### config.mk
export PLATFORM = sky130hd
export DESIGN_NAME = rr_grant_sequencer
export DESIGN_NICKNAME = d
export VERILOG_FILES = /design/src/rtl/rr_grant_sequencer_pkg.sv /design/src/rtl/rr_grant_sequencer_pick.sv /design/src/rtl/rr_grant_sequencer.sv
export SDC_FILE = /design/constraint.sdc
export NUM_CORES = 1
export LEC_CHECK = 0
export ABC_AREA = 1
export CORE_ASPECT_RATIO = 0.75
export CORE_MARGIN = 8
export CORE_UTILIZATION = 34
export CTS_BUF_LIST = sky130_fd_sc_hd__clkbuf_4
export CTS_CLUSTER_SIZE = 40
export DETAILED_ROUTE_END_ITERATION = 8
export GPL_ROUTABILITY_DRIVEN = 0
export HOLD_SLACK_MARGIN = 0.1
export SETUP_SLACK_MARGIN = 0.05
export SYNTH_ARGS = -nofsm -noshare
export SYNTH_HDL_FRONTEND = slang
export SYNTH_SLANG_ARGS = --single-unit
### constraint.sdc
create_clock -name clk -period 1.5 [get_ports clk]
set_input_delay 0.15 -clock clk [delete_from_list [all_inputs] [get_ports clk]]
set_output_delay 0.15 -clock clk [all_outputs]
set_load 0.02 [all_outputs]
### src/rtl/rr_grant_sequencer_pkg.sv
// Shared definitions for the round-robin grant sequencer: FSM state encodings
// and default sizing constants.
package rr_grant_sequencer_pkg;

  typedef enum logic [1:0] {
    IDLE    = 2'd0,
    GRANT   = 2'd1,
    RELEASE = 2'd2
  } state_t;

  localparam int DEF_NUM_REQ  = 4;
  localparam int DEF_ID_W     = 2;
  localparam int DEF_MAX_HOLD = 8;

endpackage

### src/rtl/rr_grant_sequencer_pick.sv
// rr_pick: combinational rotating-priority picker. Scans req upward from ptr,
// wrapping modulo NUM_REQ, and reports the first set bit.
module rr_pick
  import rr_grant_sequencer_pkg::*;
#(
  parameter int NUM_REQ = DEF_NUM_REQ,
  parameter int ID_W    = DEF_ID_W
) (
  input  logic [NUM_REQ-1:0] req,
  input  logic [ID_W-1:0]    ptr,
  output logic               found,
  output logic [ID_W-1:0]    winner
);

  logic [ID_W-1:0] idx;

  always_comb begin
    found  = 1'b0;
    winner = '0;
    idx    = '0;
    for (int i = 0; i < NUM_REQ; i++) begin
      idx = ID_W'((int'(ptr) + i) % NUM_REQ);
      if (!found && req[idx]) begin
        found  = 1'b1;
        winner = idx;
      end
    end
  end

endmodule

### src/rtl/rr_grant_sequencer.sv
// Moore round-robin arbiter sequencing grant / hold / one-cycle release.
// Optional forced release after MAX_HOLD cycles: define RR_GRANT_TIMEOUT_EN.
module rr_grant_sequencer
  import rr_grant_sequencer_pkg::*;
#(
  parameter int NUM_REQ  = DEF_NUM_REQ,
  parameter int ID_W     = DEF_ID_W,
  parameter int MAX_HOLD = DEF_MAX_HOLD
) (
  input  logic               clk,
  input  logic               nRst,
  input  logic [NUM_REQ-1:0] iReq,
  input  logic               iDone,
  output logic [NUM_REQ-1:0] oGnt,
  output logic [ID_W-1:0]    oGntId,
  output logic               oBusy,
  output logic               oTimeout
);

  state_t          state;
  logic [ID_W-1:0] ptr;
  logic [ID_W-1:0] owner;
  logic [ID_W-1:0] next_ptr;
  logic [ID_W-1:0] winner;
  logic            found;
  logic            owner_req;
  logic            force_rel;

  rr_pick #(
    .NUM_REQ(NUM_REQ),
    .ID_W   (ID_W)
  ) u_pick (
    .req   (iReq),
    .ptr   (ptr),
    .found (found),
    .winner(winner)
  );

  assign owner_req = iReq[owner];
  assign next_ptr  = (owner == ID_W'(NUM_REQ - 1)) ? '0 : owner + 1'b1;
  assign oGntId    = owner;

`ifdef RR_GRANT_TIMEOUT_EN
  localparam int CNT_W = $clog2(MAX_HOLD);

  logic [CNT_W-1:0] hold_cnt;

  // A done or a withdrawal on the limit cycle is an ordinary release, not a timeout.
  assign force_rel = (hold_cnt == CNT_W'(MAX_HOLD - 1)) && !iDone && owner_req;

  always_ff @(posedge clk or negedge nRst) begin
    if (!nRst) begin
      hold_cnt <= '0;
      oTimeout <= 1'b0;
    end else begin
      oTimeout <= (state == GRANT) && force_rel;
      if (state == GRANT) begin
        if (hold_cnt != CNT_W'(MAX_HOLD - 1)) begin
          hold_cnt <= hold_cnt + 1'b1;
        end
      end else begin
        hold_cnt <= '0;
      end
    end
  end
`else
  assign force_rel = 1'b0;
  assign oTimeout  = 1'b0;
`endif

  // IDLE and RELEASE arbitrate identically; RELEASE already sees the advanced ptr.
  always_ff @(posedge clk or negedge nRst) begin
    if (!nRst) begin
      state <= IDLE;
      ptr   <= '0;
      owner <= '0;
      oGnt  <= '0;
      oBusy <= 1'b0;
    end else begin
      case (state)
        GRANT: begin
          if (iDone || !owner_req || force_rel) begin
            state <= RELEASE;
            ptr   <= next_ptr;
            oGnt  <= '0;
            oBusy <= 1'b0;
          end
        end
        default: begin
          if (found) begin
            state <= GRANT;
            owner <= winner;
            oGnt  <= NUM_REQ'(1'b1) << winner;
            oBusy <= 1'b1;
          end else begin
            state <= IDLE;
            oGnt  <= '0;
            oBusy <= 1'b0;
          end
        end
      endcase
    end
  end

endmodule
-- Word level (Yosys, flattened, before mapping)
Index checks and enable logic that the tools add are counted.
Widths: inputs -> output; s select.
- register bits after elaboration: 11
- bits of input ports: 7
- output and inout port bits: 8
- logic and storage cells: 57
- $add $sub $neg: 4
- order comparisons: 5
- equal/unequal tests: 3
- shift operators: 1
- mux-type cells: 28
- bitwise operators: 1
- reductions and logical operators: 10
- operator list (kind ; number):
    $lt 2x3->1 const B ; 5
    $mux 2 ; 7
    $mux 1 ; 13
    $mux 4 ; 3
    $bmux 1 s2 ; 5
    $add 2x1->2 const B ; 2
    $add 2x2->2 const B ; 2
    $logic_not 1->1 ; 4
    $reduce_and 2->1 ; 2
    $shl 1x2->4 const A ; 1
    $logic_and 1x1->1 ; 3
    $eq 2x1->1 const B ; 1
    $eq 2x2->1 const B ; 1
    $ne 2x2->1 const B ; 1
    $logic_or 1x1->1 ; 1
    $not 1->1 ; 1

-- Longest topological paths before layout
- depth after elaboration: 15
- depth in mapped cells: 13
- mapped depth without buffers: 12

-- By module
A second synthesis with hierarchy kept.
- cells, all modules: 120
- area, all modules: 844.6 µm²
- modules (own cells, without submodules) (module ; times used ; cells each ; area an instance (µm²) ; sequential area each (µm²)):
    rr_grant_sequencer ; 1 ; 61 ; 525.5 ; 250.2
    rr_pick ; 1 ; 59 ; 319.1 ; 0.0

-- Worst setup path before layout
OpenSTA, ideal clock, no wires.
- path type: register to register
- start: reg ptr[0]
- end: reg owner[1], in the netlist oGntId[1]
- setup time: 0.118 ns
- arrival: 1.232 ns
- required time: 1.382 ns
- slack: 0.150 ns
- cell stages (with the launch flop): 12
- buffers on the path: 1
- period minus slack after synthesis: 1.350 ns
- path through: dfrtp_1 buf_6 inv_6 nand2_2 nand3_1 nand2_2 nor2_4 nand3_2 nand2_4 inv_4 nand2_1 o21ai_2
- longest elaborated chain between the ends: 13
- elaborated cells between the ends (all ways): 26
- classes of those cells: add/sub: 3; mux: 16; reduce/logical: 7
- ends and longest elaborated chain (what ; line ; text):
    start, declared ; rr_grant_sequencer.sv:21 ; logic [ID_W-1:0] ptr;
    start signal, assigned ; rr_grant_sequencer.sv:84 ; ptr <= next_ptr;
    branches (longest 13 deep; another with $add 2x1->2) ; -- ;
    end signal, assigned ; rr_grant_sequencer.sv:92 ; owner <= winner;
    end, declared ; rr_grant_sequencer.sv:22 ; logic [ID_W-1:0] owner;
Several ways; the timed one is not identified. The select of a mux whose other input is x is not followed.
A chain may end at the register's enable or synchronous reset.

-- Final worst setup path
- start: reg ptr[0]
- end: reg oGnt[2]
- longest elaborated chain between the ends: 15
- elaborated cells between the ends (all ways): 28
- classes of those cells: add/sub: 3; shift: 1; mux: 18; reduce/logical: 6
- ends and longest elaborated chain (what ; line ; text):
    branches (longest 13 deep; another with $add 2x1->2) ; -- ;
    $mux 4 (*) ; rr_grant_sequencer.sv:90 ; if (found) begin
    $mux 4 (*) ; rr_grant_sequencer.sv:80 ; case (state)
    end signal, assigned ; rr_grant_sequencer.sv:93 ; oGnt <= NUM_REQ'(1'b1) << winner;
    end, declared ; rr_grant_sequencer.sv:14 ; output logic [NUM_REQ-1:0] oGnt,
Mark *: on every way between the ends. The select of a mux whose other input is x is not followed.

==> qor.csv <==
metric,value,unit
status,"finished, violations left",
failing checks,setup timing,
TritonRoute pass-1 iters,4,
"Seq/Total Area, Yosys",33.5,%
"CTS clk-pin slew, worst paths",0.06,ns
internal power,0.00124,W
WL final,1870,um
Max Cap Viol,0,
Yosys top cell area share,33.5,%
VDD IR max,0.00117,V
Sink Count,10,
Antenna diodes,0,
gr ovfl total,0,
Buf/Inv on CP,3,
WL per Instance,11.5,um
CP Capture Type,flip-flop,
Final setup viols,7,
WP data required,1.65,ns
I/O Buffers,13,
"CP delay by family, top",simple AND/OR/NAND/NOR gates,
Util after Layout,50.1,%
Final ANT Viol Nets,0,
Yosys warning total,0,
P_leak,0.554,nW
vias per cell,4.68,
first-pass GRT wire length,3300,um
pwr/cell area,2440,nW/um^2
core box area,2050,sq um
initial antenna violation count,0,
Final Skew,0.00741,ns
pin count of the biggest net entering global routing,11,
Power Total,0.00250,W
RSZ-0062 raised after global routing,true,
DR DRC count,0,
Initial Util,36.4,%
top cell type by total area after synthesis,dfrtp_1,
Synth cell types,22,
Post-synth EDFFs,0,
hold_buf cts,0,
clock share of power,7.2,%
"Arr. time, crit path",1.71,ns
clock period minus worst slack,1.56,ns
CP Max Fanout,5,
Setup WS post-layout,-0.0641,ns
startpoint types,flip-flop,
share of post-route cells with drive strength above 1,29.5,%
register cell area after layout,251,sq um
Skew-Pair Late Insertion Delay,0.26,ns
FILL cells,206,
Min Hold Slack,0.204,ns
kind of critical path,reg2reg,
# rows,14,
main flop type after synthesis,dfrtp_1,
TritonCTS Buffers,3,
Crit-path slowest cell,dfrtp_2,
Die Wd,70.1,um
die area,3970,sq um
area of the multi-input gates,423,sq um
I/O pin count,15,
sequential share of power,19.3,%
syn nets,120,
CP cell instances,buf_6 > buf_4 > nand2_2 > nand2_2 > nand2_2 > nand2_2 > nor2_4 > nand3_2 > nand2_4 > inv_4 > nand3_1 > nand2_1,
GRT Resource Usage Total,10.2,%
"Top cell by count, worst path",nand2_2,
Peak Freq,639,MHz
vias in the first global route,732,
Post-Syn Instances,112,
H-tree Lvls,1,
detailed placement HPWL,1400,um
Final Hold Viols,0,
Final Slew Violations,0,
Initial DRC Count,41,
Clock Path Buffers,2,
Sw Share,50.3,%
Comb power frac,73.5,%
Finished Layout Cells,163,
chip height,56.6,um
most frequent cell after synthesis,nand2_1,
Mean Syn Cell Area,6.67,sq um
synth cell count leaders,"nand2_1, inv_1, dfrtp_1, nand3_1, nand2_2",
DR vias,763,
CTS tree,yes,
synth top area cells,"dfrtp_1, nand2_1, nand2_2",
CTS root buffer,clkbuf_4,
sw power,0.00126,W
part of the cycle the worst path needs,104,%
final-stage net count,149,
max incr delay on CP,0.41,ns
"Area growth, synth to finish",37.5,%
"flops & latches, synth",10,
Synth Cell Area,747,sq um
Hold WC Path Type,in2async,
placed cells,152,
ys async rst share,100,%
[timing repair]
action	in CTS	in global routing
pin swaps	3	7
gates resized for setup	9	5
endpoints found under the setup margin	9	9
endpoints found under the hold margin	0	0
buffers inserted	6	2
[final timing paths]
kind,from,to,slack (ns),cells past startpoint
min reg2reg,oGnt[3]$_DFFE_PN0P_,oGnt[3]$_DFFE_PN0P_,0.47,2
min,nRst,state[0]$_DFFE_PN0P_,0.20,1
max,ptr[0]$_DFFE_PN0P_,oGnt[2]$_DFFE_PN0P_,-0.06,12
max reg2reg,ptr[0]$_DFFE_PN0P_,oGnt[2]$_DFFE_PN0P_,-0.06,12
max in group asynchronous,nRst,ptr[0]$_DFFE_PN0P_,0.96,1
min in group clk,oGnt[3]$_DFFE_PN0P_,oGnt[3]$_DFFE_PN0P_,0.47,2
[final cells by class]
class / count / share of cell area, %
well taps: 24 / 2.92
clock buffers: 3 / 2.19
inverters: 16 / 6.82
multi-input cells: 84 / 41.2
flip-flops and latches: 10 / 24.5
repair buffers: 26 / 22.4
[layer usage]
metal,track usage (%),routed length [um],vias up
li1,-,-,398
met5,0,0,-
met1,13.2,882,329
met4,4.29,39,0
met2,14.7,797,31
met3,3.68,148,5
[worst register-to-register path: cells and delay by family, from the launching register on]
| family | cells | cell delay, ns |
|---|---|---|
| buffers and inverters | 3 | 0.34 |
| DFF | 1 | 0.41 |
| and+or+nand+nor | 9 | 0.72 |
[flip-flops by register name (all words and copies together), names as in the netlist]
signal,count
ptr,2
oGntId,2
state,2
oGnt,4
[layout by cell type (no fill, tap or decap)]
cell              n
dfrtp_1           9
o21ai_2           1
ha_1              1
o21ai_1           1
dfrtp_2           1
clkbuf_4          3
dlygate4sd2_1     2
nor2_1            6
clkdlybuf4s50_1  11
nand2_2          13
buf_6             2
o21bai_1          1
a21oi_1           2
inv_8             1
inv_2             1
buf_2             1
conb_1            1
inv_1            13
nand2_4           1
nand3_1          10
nand2_1          36
nor2_4            1
inv_4             1
buf_4            10
nor2_2            3
nand3_2           2
o21ai_0           5
[logic make-up (layout without fill, tap and decap cells)]
kind of cell	after synthesis	in the layout	synth area share, %
fa+ha+maj	1	1	1.67
simple gates	72	72	45.2
flops	10	10	33.5
other cells	1	1	0.502
compound gates	10	10	7.54
buf+inv	18	45	11.6
[stage by stage]
step	area [sq um]	setup TNS, ns	setup slack (ns)
finish	1030	-0.292	-0.0641
global route	1030	-0.952	-0.159
CTS	1000	-0.0266	-0.0122
detailed placement	926	-0.574	-0.111
global placement	926	-0.452	-0.0979
floorplan	747	0	0.150
[power groups by stage]
stage / clock network, W / logic [W] / registers [W]
global placement: 0 / 0.00158 / 0.000527
global route: 0.000201 / 0.00206 / 0.000502
finish: 0.000179 / 0.00184 / 0.000484
floorplan: 0 / 0.00111 / 0.000562
detailed placement: 0 / 0.00159 / 0.000527
CTS: 0.000185 / 0.00176 / 0.000484
Power figures use the tool's default switching activity.
